`src/rtl/hazard_sched_ctrl.sv`:
```
// Hazard controller for the 5-stage RV64 pipeline: load-use bubbles, taken-branch
// squashing and saturating performance counters. Branch beats hazard in every state.
module hazard_sched_ctrl #(
  parameter int STALL_CYCLES = 1,
  parameter int FLUSH_CYCLES = 1,
  parameter int CNT_W        = 32
) (
  input  logic             clk,
  input  logic             reset,
  input  logic             idex_memread,
  input  logic [4:0]       idex_rd,
  input  logic [4:0]       ifid_rs1,
  input  logic [4:0]       ifid_rs2,
  input  logic             ifid_uses_rs2,
  input  logic             branch_taken,
  output logic             pc_write,
  output logic             ifid_write,
  output logic             ifid_flush,
  output logic             idex_flush,
  output logic [CNT_W-1:0] stall_cnt,
  output logic [CNT_W-1:0] flush_cnt,
  output logic             busy
);

  typedef enum logic [1:0] {S_RUN, S_STALL, S_FLUSH} state_t;

  localparam logic [3:0] STALL_RELOAD = 4'(STALL_CYCLES - 1);
  localparam logic [3:0] FLUSH_RELOAD = 4'(FLUSH_CYCLES - 1);

  state_t           r_state, w_state_nxt;
  logic [3:0]       r_rem, w_rem_nxt;
  logic [CNT_W-1:0] r_stall_cnt, r_flush_cnt;
  logic             w_hazard, w_inc_stall, w_inc_flush;

  function automatic logic [CNT_W-1:0] sat_inc(input logic [CNT_W-1:0] v);
    return (&v) ? v : v + CNT_W'(1);
  endfunction

  assign w_hazard = idex_memread && (idex_rd != 5'd0) &&
                    ((idex_rd == ifid_rs1) || (ifid_uses_rs2 && (idex_rd == ifid_rs2)));

  always_comb begin
    w_state_nxt = r_state;
    w_rem_nxt   = r_rem;
    w_inc_stall = 1'b0;
    w_inc_flush = 1'b0;
    pc_write    = 1'b1;
    ifid_write  = 1'b1;
    ifid_flush  = 1'b0;
    idex_flush  = 1'b0;
    busy        = 1'b0;
    if (reset) begin
      pc_write   = 1'b0;
      ifid_write = 1'b0;
      ifid_flush = 1'b1;
      idex_flush = 1'b1;
    end else begin
      busy = (r_state != S_RUN);
      if (branch_taken) begin
        // A taken branch from any state squashes both front-end registers.
        ifid_flush  = 1'b1;
        idex_flush  = 1'b1;
        w_inc_flush = 1'b1;
        if (FLUSH_CYCLES > 1) begin
          w_state_nxt = S_FLUSH;
          w_rem_nxt   = FLUSH_RELOAD;
        end else begin
          w_state_nxt = S_RUN;
          w_rem_nxt   = 4'd0;
        end
      end else begin
        case (r_state)
          S_RUN: begin
            if (w_hazard) begin
              pc_write    = 1'b0;
              ifid_write  = 1'b0;
              idex_flush  = 1'b1;
              w_inc_stall = 1'b1;
              if (STALL_CYCLES > 1) begin
                w_state_nxt = S_STALL;
                w_rem_nxt   = STALL_RELOAD;
              end
            end
          end
          S_STALL: begin
            pc_write   = 1'b0;
            ifid_write = 1'b0;
            idex_flush = 1'b1;
            w_rem_nxt  = r_rem - 4'd1;
            if (r_rem == 4'd1) w_state_nxt = S_RUN;
          end
          S_FLUSH: begin
            ifid_flush = 1'b1;
            idex_flush = 1'b1;
            w_rem_nxt  = r_rem - 4'd1;
            if (r_rem == 4'd1) w_state_nxt = S_RUN;
          end
          default: begin
            w_state_nxt = S_RUN;
            w_rem_nxt   = 4'd0;
          end
        endcase
      end
    end
  end

  always_ff @(posedge clk) begin
    if (reset) begin
      r_state     <= S_RUN;
      r_rem       <= 4'd0;
      r_stall_cnt <= '0;
      r_flush_cnt <= '0;
    end else begin
      r_state <= w_state_nxt;
      r_rem   <= w_rem_nxt;
      if (w_inc_stall) r_stall_cnt <= sat_inc(r_stall_cnt);
      if (w_inc_flush) r_flush_cnt <= sat_inc(r_flush_cnt);
    end
  end

  assign stall_cnt = r_stall_cnt;
  assign flush_cnt = r_flush_cnt;

endmodule

```
`config.mk`:
```
export PLATFORM = sky130hd
export DESIGN_NAME = hazard_sched_ctrl
export DESIGN_NICKNAME = d
export VERILOG_FILES = /design/src/rtl/hazard_sched_ctrl.sv
export SDC_FILE = /design/constraint.sdc
export NUM_CORES = 1
export LEC_CHECK = 0
export CAP_MARGIN = 20
export CORE_MARGIN = 1
export CORE_UTILIZATION = 25
export CTS_BUF_LIST = sky130_fd_sc_hd__clkbuf_4 sky130_fd_sc_hd__clkbuf_8
export DETAILED_ROUTE_END_ITERATION = 8
export PLACE_DENSITY_LB_ADDON = 0.05
export SLEW_MARGIN = 25
export SYNTH_ARGS = -nofsm -noshare
export SYNTH_HDL_FRONTEND = slang
export SYNTH_SLANG_ARGS = --single-unit
```
`constraint.sdc`:
```
create_clock -name clk -period 3.28 [get_ports clk]
set_clock_uncertainty 0.2 [all_clocks]
set_input_delay 0.656 -clock clk [delete_from_list [all_inputs] [get_ports clk]]
set_output_delay 0.656 -clock clk [all_outputs]
set_load 0.005 [all_outputs]
```
==> reports/results.ini, run 1 <==
[cells_and_area]
drive_above_1_share_pct = 9.862
antenna-diode-count = 0
area.sequential_sq_um = 1281
multiInputGateArea_sq_um = 1927
fillCellCount = 1338
syn_to_final_growth_pct = 39.64
final_nets = 524

[power_and_ir_drop]
total_power_mw = 1.522
pwr-share-comb_pct = 6.0
power.share.switching_pct = 23.90
total_switching_power_mw = 0.3637
worst_ir_drop_vdd_mv = 0.1904
powerDensity_nw_per_um2 = 327.5
clkPwrFrac_pct = 42.6
intPower_mw = 1.158
seq_power_share_pct = 51.4
p_leak_nw = 1.443

[logic_synthesis]
synth_async_sr_flop_share_pct = 0
mappedNetlistArea_sq_um = 3327
post_synth_fa_ha_maj_area_fraction_pct = 0.7522
ys_ff_latch = 64
synthFlopType = sky130_fd_sc_hd__dfxtp_1
netlist.top_cell.by_area = sky130_fd_sc_hd__dfxtp_1
synth_top_area_share_pct = 38.51
syn-instance-count = 408
muxShareOfSynthArea_pct = 1.316
synthSimpleGateAreaFrac_pct = 33.92
synth-compound-area-share_pct = 11.62
synth_edf_count = 0
post_synth.cell_area_avg_sq_um = 8.154
ys_top_cells_by_area = sky130_fd_sc_hd__dfxtp_1 (39%), sky130_fd_sc_hd__xnor2_1 (6.6%), sky130_fd_sc_hd__nand3_1 (5.0%), sky130_fd_sc_hd__nor2_1 (4.9%), sky130_fd_sc_hd__a21oi_1 (4.7%)
yosys_warnings = 0
largest_family_of_logic_cells_by_synthesized_area = simple AND/OR/NAND/NOR gates
synth-seq-area-share_pct = 38.51
synth_commonest_cells = sky130_fd_sc_hd__dfxtp_1 (64), sky130_fd_sc_hd__nor2_1 (43), sky130_fd_sc_hd__nand3_1 (33), sky130_fd_sc_hd__nand2_1 (32), sky130_fd_sc_hd__a21oi_1 (31)
syn_nets = 430
synth_cell_types = 45
leading_cell_type_by_number_of_instances_after_synthesis = sky130_fd_sc_hd__dfxtp_1
synth_xor_xnor_area_share_pct = 10.00

[placement]
dp.final_hpwl_mm = 6.610
globalplace.congestion = 0.7652
portBuffers = 87
pre_cts_slack_ns = -0.2143

[critical_path]
worst-path-max-fanout = 2
worst_setup_path_end_kind = output port
cpMaxStageDelayCell = sky130_fd_sc_hd__or4_1
path_class = in2out
arrival_time_of_data_at_the_critical_path_endpoint_ns = 2.29
startpoint_type = primary input
path_delay_family = simple AND/OR/NAND/NOR gates
critPathMostFrequentCell = sky130_fd_sc_hd__nor2_1
critical_path_required_ns = 2.42
critical_path.cell_chain = clkdlybuf4s50_1 -> or4_1 -> o21a_1 -> nand2_1 -> nor2_1 -> nor2_1 -> dlygate4sd2_1
crit_path_max_incr_delay_ns = 0.53
critical_path.n_buffers_inverters = 2

[grt]
grt_pass1_wl_mm = 15.89
track_usage_pct = 14.25
first_global_vias = 3127
grt-ovfl-total = 0
grt_max_degree = 40
grt_antenna_before_repair = 0

[floorplanning]
rows = 41
start_util_pct = 26.05
io-pin-count = 89
die_w_um = 117.4
floorplan.die.height_um = 117.4
core_area_sq_um = 12770
design.die.area_sq_um = 13770

[min_path]
holdCritPathClass = reg2reg

[drt]
dr.pass1.iters = 4
routed-via-count = 3295
detail_route.drc_violations = 0
route.final.wire_length_mm = 9.490
drt_first_iter_violations = 112
wl_per_cell_um = 13.98
route.antenna.remaining_nets = 0
viasPerCell = 4.853

[timing]
final_critical_path_setup_slack_ns = 0.1375
finalSetupViolations = 0
final_hold_viol_count = 0
min_period_over_period_pct = 95.81
fmaxAchievable_mhz = 318.2
max_slew.worst_pin.slew_ns = 0.6101
worst_rel_slew_slack_pct = 59.11
maxSlewViolCount = 0
final.setup.tns_ns = 0
final_period_demand_of_the_worst_path_ns = 3.143
grt_setup_unrepaired = false
timing.hold.ws_ns = 0.3040

[cts]
clockRootBuffer = sky130_fd_sc_hd__clkbuf_8
cts_post_setup_buffers_inserted = 0
holdBufCountCts = 0
clock_tree.htree_level_count = 3
worstSkewPairLatency_ns = 0.35
cts.clk_slew.worst_paths_ns = 0.07
clkSinkCount = 64
cts_made_buffers = 9
cts.path.max_buffers = 2
cts_tree = built

[outcome]
outcome = complete, no violations

[run]
max_cap_violations = 0

==> worst register-to-register path: stages (launching register included) <==
cell,delay [ns]
sky130_fd_sc_hd__dfxtp_1,0.42
sky130_fd_sc_hd__ha_1,0.21
sky130_fd_sc_hd__and2_1,0.19
sky130_fd_sc_hd__nand4_1,0.22
sky130_fd_sc_hd__or4_1,0.60
sky130_fd_sc_hd__nand4_1,0.16
sky130_fd_sc_hd__buf_12,0.19
sky130_fd_sc_hd__buf_4,0.18
sky130_fd_sc_hd__or4_1,0.11
sky130_fd_sc_hd__a21oi_1,0.06
==> sequential cells by signal, indices dropped and copies added (netlist names) <==
register / flops
flush_cnt: 32
stall_cnt: 32
==> power groups by stage <==
stage / combinational (mW) / clock (mW) / sequential (mW)
6_report: 0.0908 / 0.648 / 0.783
5_1_grt: 0.100 / 0.718 / 0.783
4_1_cts: 0.0920 / 0.690 / 0.782
3_5_place_dp: 0.0929 / 0 / 0.801
3_3_place_gp: 0.0925 / 0 / 0.801
2_1_floorplan: 0.0391 / 0 / 0.800
==> logic make-up after synthesis <==
group           after synthesis
flops                        64
xor+xnor                     38
mux                           4
buf+inv                      28
fa+ha+maj                     2
other cells                   1
simple gates                205
compound gates               66
==> metal layers <==
metal	wire length (um)	GRT usage [%]	vias to the layer above
met3	472	4.572	5
met4	43	3.896	0
met5	0	0	-
met1	4712	18.89	1539
met2	4262	22.00	78
li1	-	-	1673
==> per-stage QoR <==
step                      cells  area, sq um  util [%]
after floorplan             408         3327         -
after global placement      663         4458     34.90
after detailed placement    663         4458     34.90
after CTS                   679         4637     36.30
after global routing        679         4646     36.37
final                       679         4646     36.37
==> worst paths after layout <==
| path | from | endpoint | slack, ns | depth (start not counted) |
|---|---|---|---|---|
| setup / recovery | idex_rd[1] | ifid_write | 0.14 | 7 |
| hold / removal | stall_cnt[30] | stall_cnt[30] | 0.30 | 2 |
| setup reg to reg | stall_cnt[0] | stall_cnt[29] | 0.64 | 9 |
| hold reg to reg | stall_cnt[30] | stall_cnt[30] | 0.30 | 2 |
==> layout by cell type (no fill, tap or decap), types with 13 or more instances in the layout <==
master,n
sky130_fd_sc_hd__xnor2_1,25
sky130_fd_sc_hd__nand4_1,15
sky130_fd_sc_hd__o31ai_1,18
sky130_fd_sc_hd__nor2_1,43
sky130_fd_sc_hd__nand2_1,32
sky130_fd_sc_hd__clkdlybuf4s50_1,82
sky130_fd_sc_hd__xor2_1,13
sky130_fd_sc_hd__buf_4,14
sky130_fd_sc_hd__or4_1,18
sky130_fd_sc_hd__a21oi_1,31
sky130_fd_sc_hd__nand3_1,33
sky130_fd_sc_hd__dfxtp_1,64
==> final cells by class <==
cell class | count | share of cell area (%)
multi-input combinational | 316 | 41.48
clock buffer | 14 | 3.609
clock inverter | 2 | 0.3232
sequential | 64 | 27.58
timing repair buffer | 103 | 21.73
inverter | 8 | 0.6464
tap | 172 | 4.632
==> what timing repair did <==
item | CTS | global route
hold endpoints to repair | 0 | 0
resized for setup | 3 | 2
pin swaps | 0 | 1
endpoints found under the setup margin | 3 | 1
No activity file was read; power rests on OpenSTA's default activity.
==> run 2: changes to the inputs <==
--- a/config.mk
+++ b/config.mk
@@ -11,6 +11,7 @@
 export CTS_BUF_LIST = sky130_fd_sc_hd__clkbuf_4 sky130_fd_sc_hd__clkbuf_8
 export DETAILED_ROUTE_END_ITERATION = 8
 export PLACE_DENSITY_LB_ADDON = 0.05
+export SKIP_LAST_GASP = 1
 export SLEW_MARGIN = 25
 export SYNTH_ARGS = -nofsm -noshare
 export SYNTH_HDL_FRONTEND = slang
==> run 2 against run 1 <==
  * Power about the same
  * Combinational power hardly changed
  * First-iteration DRC count rose by 1.8%
  * Setup slack worse by 0.017 ns
  * Sequential share of layout area hardly changed
  * Highest routed layer unchanged
  * Critical endpoint is now pc_write
  * Sequential cell count is the same
  * Worst hold slack did not move
  * Clock-buffer cell count did not move
  * Non-clock buffer count unchanged
  * Final cell count unchanged
  * Largest power group unchanged
  * Utilization hardly changed
==> reports/results.ini, run 2 (synthesized netlist as in run 1, its figures left out) <==
[outcome]
outcome = complete, no violations

[placement]
dp.final_hpwl_mm = 6.610
globalplace.congestion = 0.7652
portBuffers = 87
place_area_sq_um = 4458

[drt]
routed-via-count = 3295
dr.pass1.iters = 4
detail_route.drc_violations = 0
route.antenna.remaining_nets = 0
route.final.wire_length_mm = 9.501
wl_per_cell_um = 13.99
viasPerCell = 4.853
drt_first_iter_violations = 114

[floorplanning]
core_area_sq_um = 12770
die_w_um = 117.4
floorplan.die.height_um = 117.4
io-pin-count = 89
start_util_pct = 26.05
design.die.area_sq_um = 13770
rows = 41

[grt]
grt_pass1_wl_mm = 15.89
grt_antenna_before_repair = 0
grt_max_degree = 40
track_usage_pct = 14.25
first_global_vias = 3127
grt-ovfl-total = 0

[cells_and_area]
layout_commonest_cell = sky130_fd_sc_hd__clkdlybuf4s50_1
syn_to_final_growth_pct = 39.75
antenna-diode-count = 0
fillCellCount = 1336
multiInputGateArea_sq_um = 1927
most-common-layout-cells = sky130_fd_sc_hd__clkdlybuf4s50_1 (82), sky130_fd_sc_hd__dfxtp_1 (64), sky130_fd_sc_hd__nor2_1 (43)
post-route-cell-area_sq_um = 4649
final_nets = 524
area.sequential_sq_um = 1281
drive_above_1_share_pct = 9.862

[cts]
worstSkewPairLatency_ns = 0.35
cts.clk_slew.worst_paths_ns = 0.07
holdBufCountCts = 0
clock_tree.htree_level_count = 3
cts.path.max_buffers = 2
clkSinkCount = 64
cts_made_buffers = 9
cts_tree = built
clockRootBuffer = sky130_fd_sc_hd__clkbuf_8

[power_and_ir_drop]
worst_ir_drop_vdd_mv = 0.1905
total_power_mw = 1.522
seq_power_share_pct = 51.4
intPower_mw = 1.158
powerDensity_nw_per_um2 = 327.3
p_leak_nw = 1.452
clkPwrFrac_pct = 42.6
power.share.switching_pct = 23.90
pwr-share-comb_pct = 6.0
total_switching_power_mw = 0.3638

[timing]
final_period_demand_of_the_worst_path_ns = 3.159
timing.hold.ws_ns = 0.3040
final_hold_viol_count = 0
fmaxAchievable_mhz = 316.5
worst_rel_slew_slack_pct = 59.11
grt_setup_unrepaired = false
min_period_over_period_pct = 96.32
maxSlewViolCount = 0
finalSetupViolations = 0
max_slew.worst_pin.slew_ns = 0.6100

[critical_path]
arrival_time_of_data_at_the_critical_path_endpoint_ns = 2.30
path_class = in2out
worst_setup_path_end_kind = output port
startpoint_type = primary input
worst-path-max-fanout = 2
critical_path_required_ns = 2.42

[run]
max_cap_violations = 0

[min_path]
holdCritPathClass = reg2reg

-- run 2: final cells by class --
cell class                 instances  share of cell area (%)
tap                              172                   4.629
multi-input combinational        316                   41.44
timing repair buffer             103                   21.80
inverter                           8                  0.6459
clock inverter                     2                  0.3229
sequential                        64                   27.56
clock buffer                      14                   3.606
-- run 2: worst paths after layout --
check        cells after the start             to          start  slack, ns
max                              7       pc_write     idex_rd[1]       0.12
min                              2  stall_cnt[30]  stall_cnt[30]       0.30
max reg2reg                      9  stall_cnt[29]   stall_cnt[0]       0.64
min reg2reg                      2  stall_cnt[30]  stall_cnt[30]       0.30
-- run 2: power groups by stage --
| stage | Clock [mW] | Sequential, mW | Combinational (mW) |
|---|---|---|---|
| after floorplan | 0 | 0.800 | 0.0391 |
| after global placement | 0 | 0.801 | 0.0925 |
| after detailed placement | 0 | 0.801 | 0.0929 |
| after CTS | 0.690 | 0.782 | 0.0925 |
| after global routing | 0.718 | 0.783 | 0.101 |
| final | 0.648 | 0.783 | 0.0911 |
-- run 2: worst max-delay path, cell delays in order --
cell	delay [ns]
sky130_fd_sc_hd__clkdlybuf4s50_1	0.42
sky130_fd_sc_hd__or4_1	0.53
sky130_fd_sc_hd__o21a_1	0.20
sky130_fd_sc_hd__nand2_1	0.08
sky130_fd_sc_hd__nor2_1	0.04
sky130_fd_sc_hd__nor2_1	0.13
sky130_fd_sc_hd__dlygate4sd2_1	0.24
-- run 2: through the flow --
step	TNS, ns	worst slack (ns)	cells	util [%]
2_1_floorplan	0	0.6746	408	-
3_3_place_gp	-0.3522	-0.1765	663	34.90
3_5_place_dp	-0.4464	-0.2143	663	34.90
4_1_cts	-0.1631	-0.1631	679	36.31
5_1_grt	0	0.01948	679	36.40
6_report	0	0.1206	679	36.40
-- run 2: timing repair --
item | in CTS | in global routing
pin swaps | 0 | 2
gates resized for setup | 2 | 3
endpoints found under the setup margin | 3 | 2
setup buffers | 0 | 0
-- run 2: per-layer routing --
metal	routed length (um)	part of all wire (%)	track usage [%]
met5	0	0	0
met4	43	0.45	3.896
met3	475	5.0	4.572
met2	4264	45	22.00
met1	4718	50	18.89
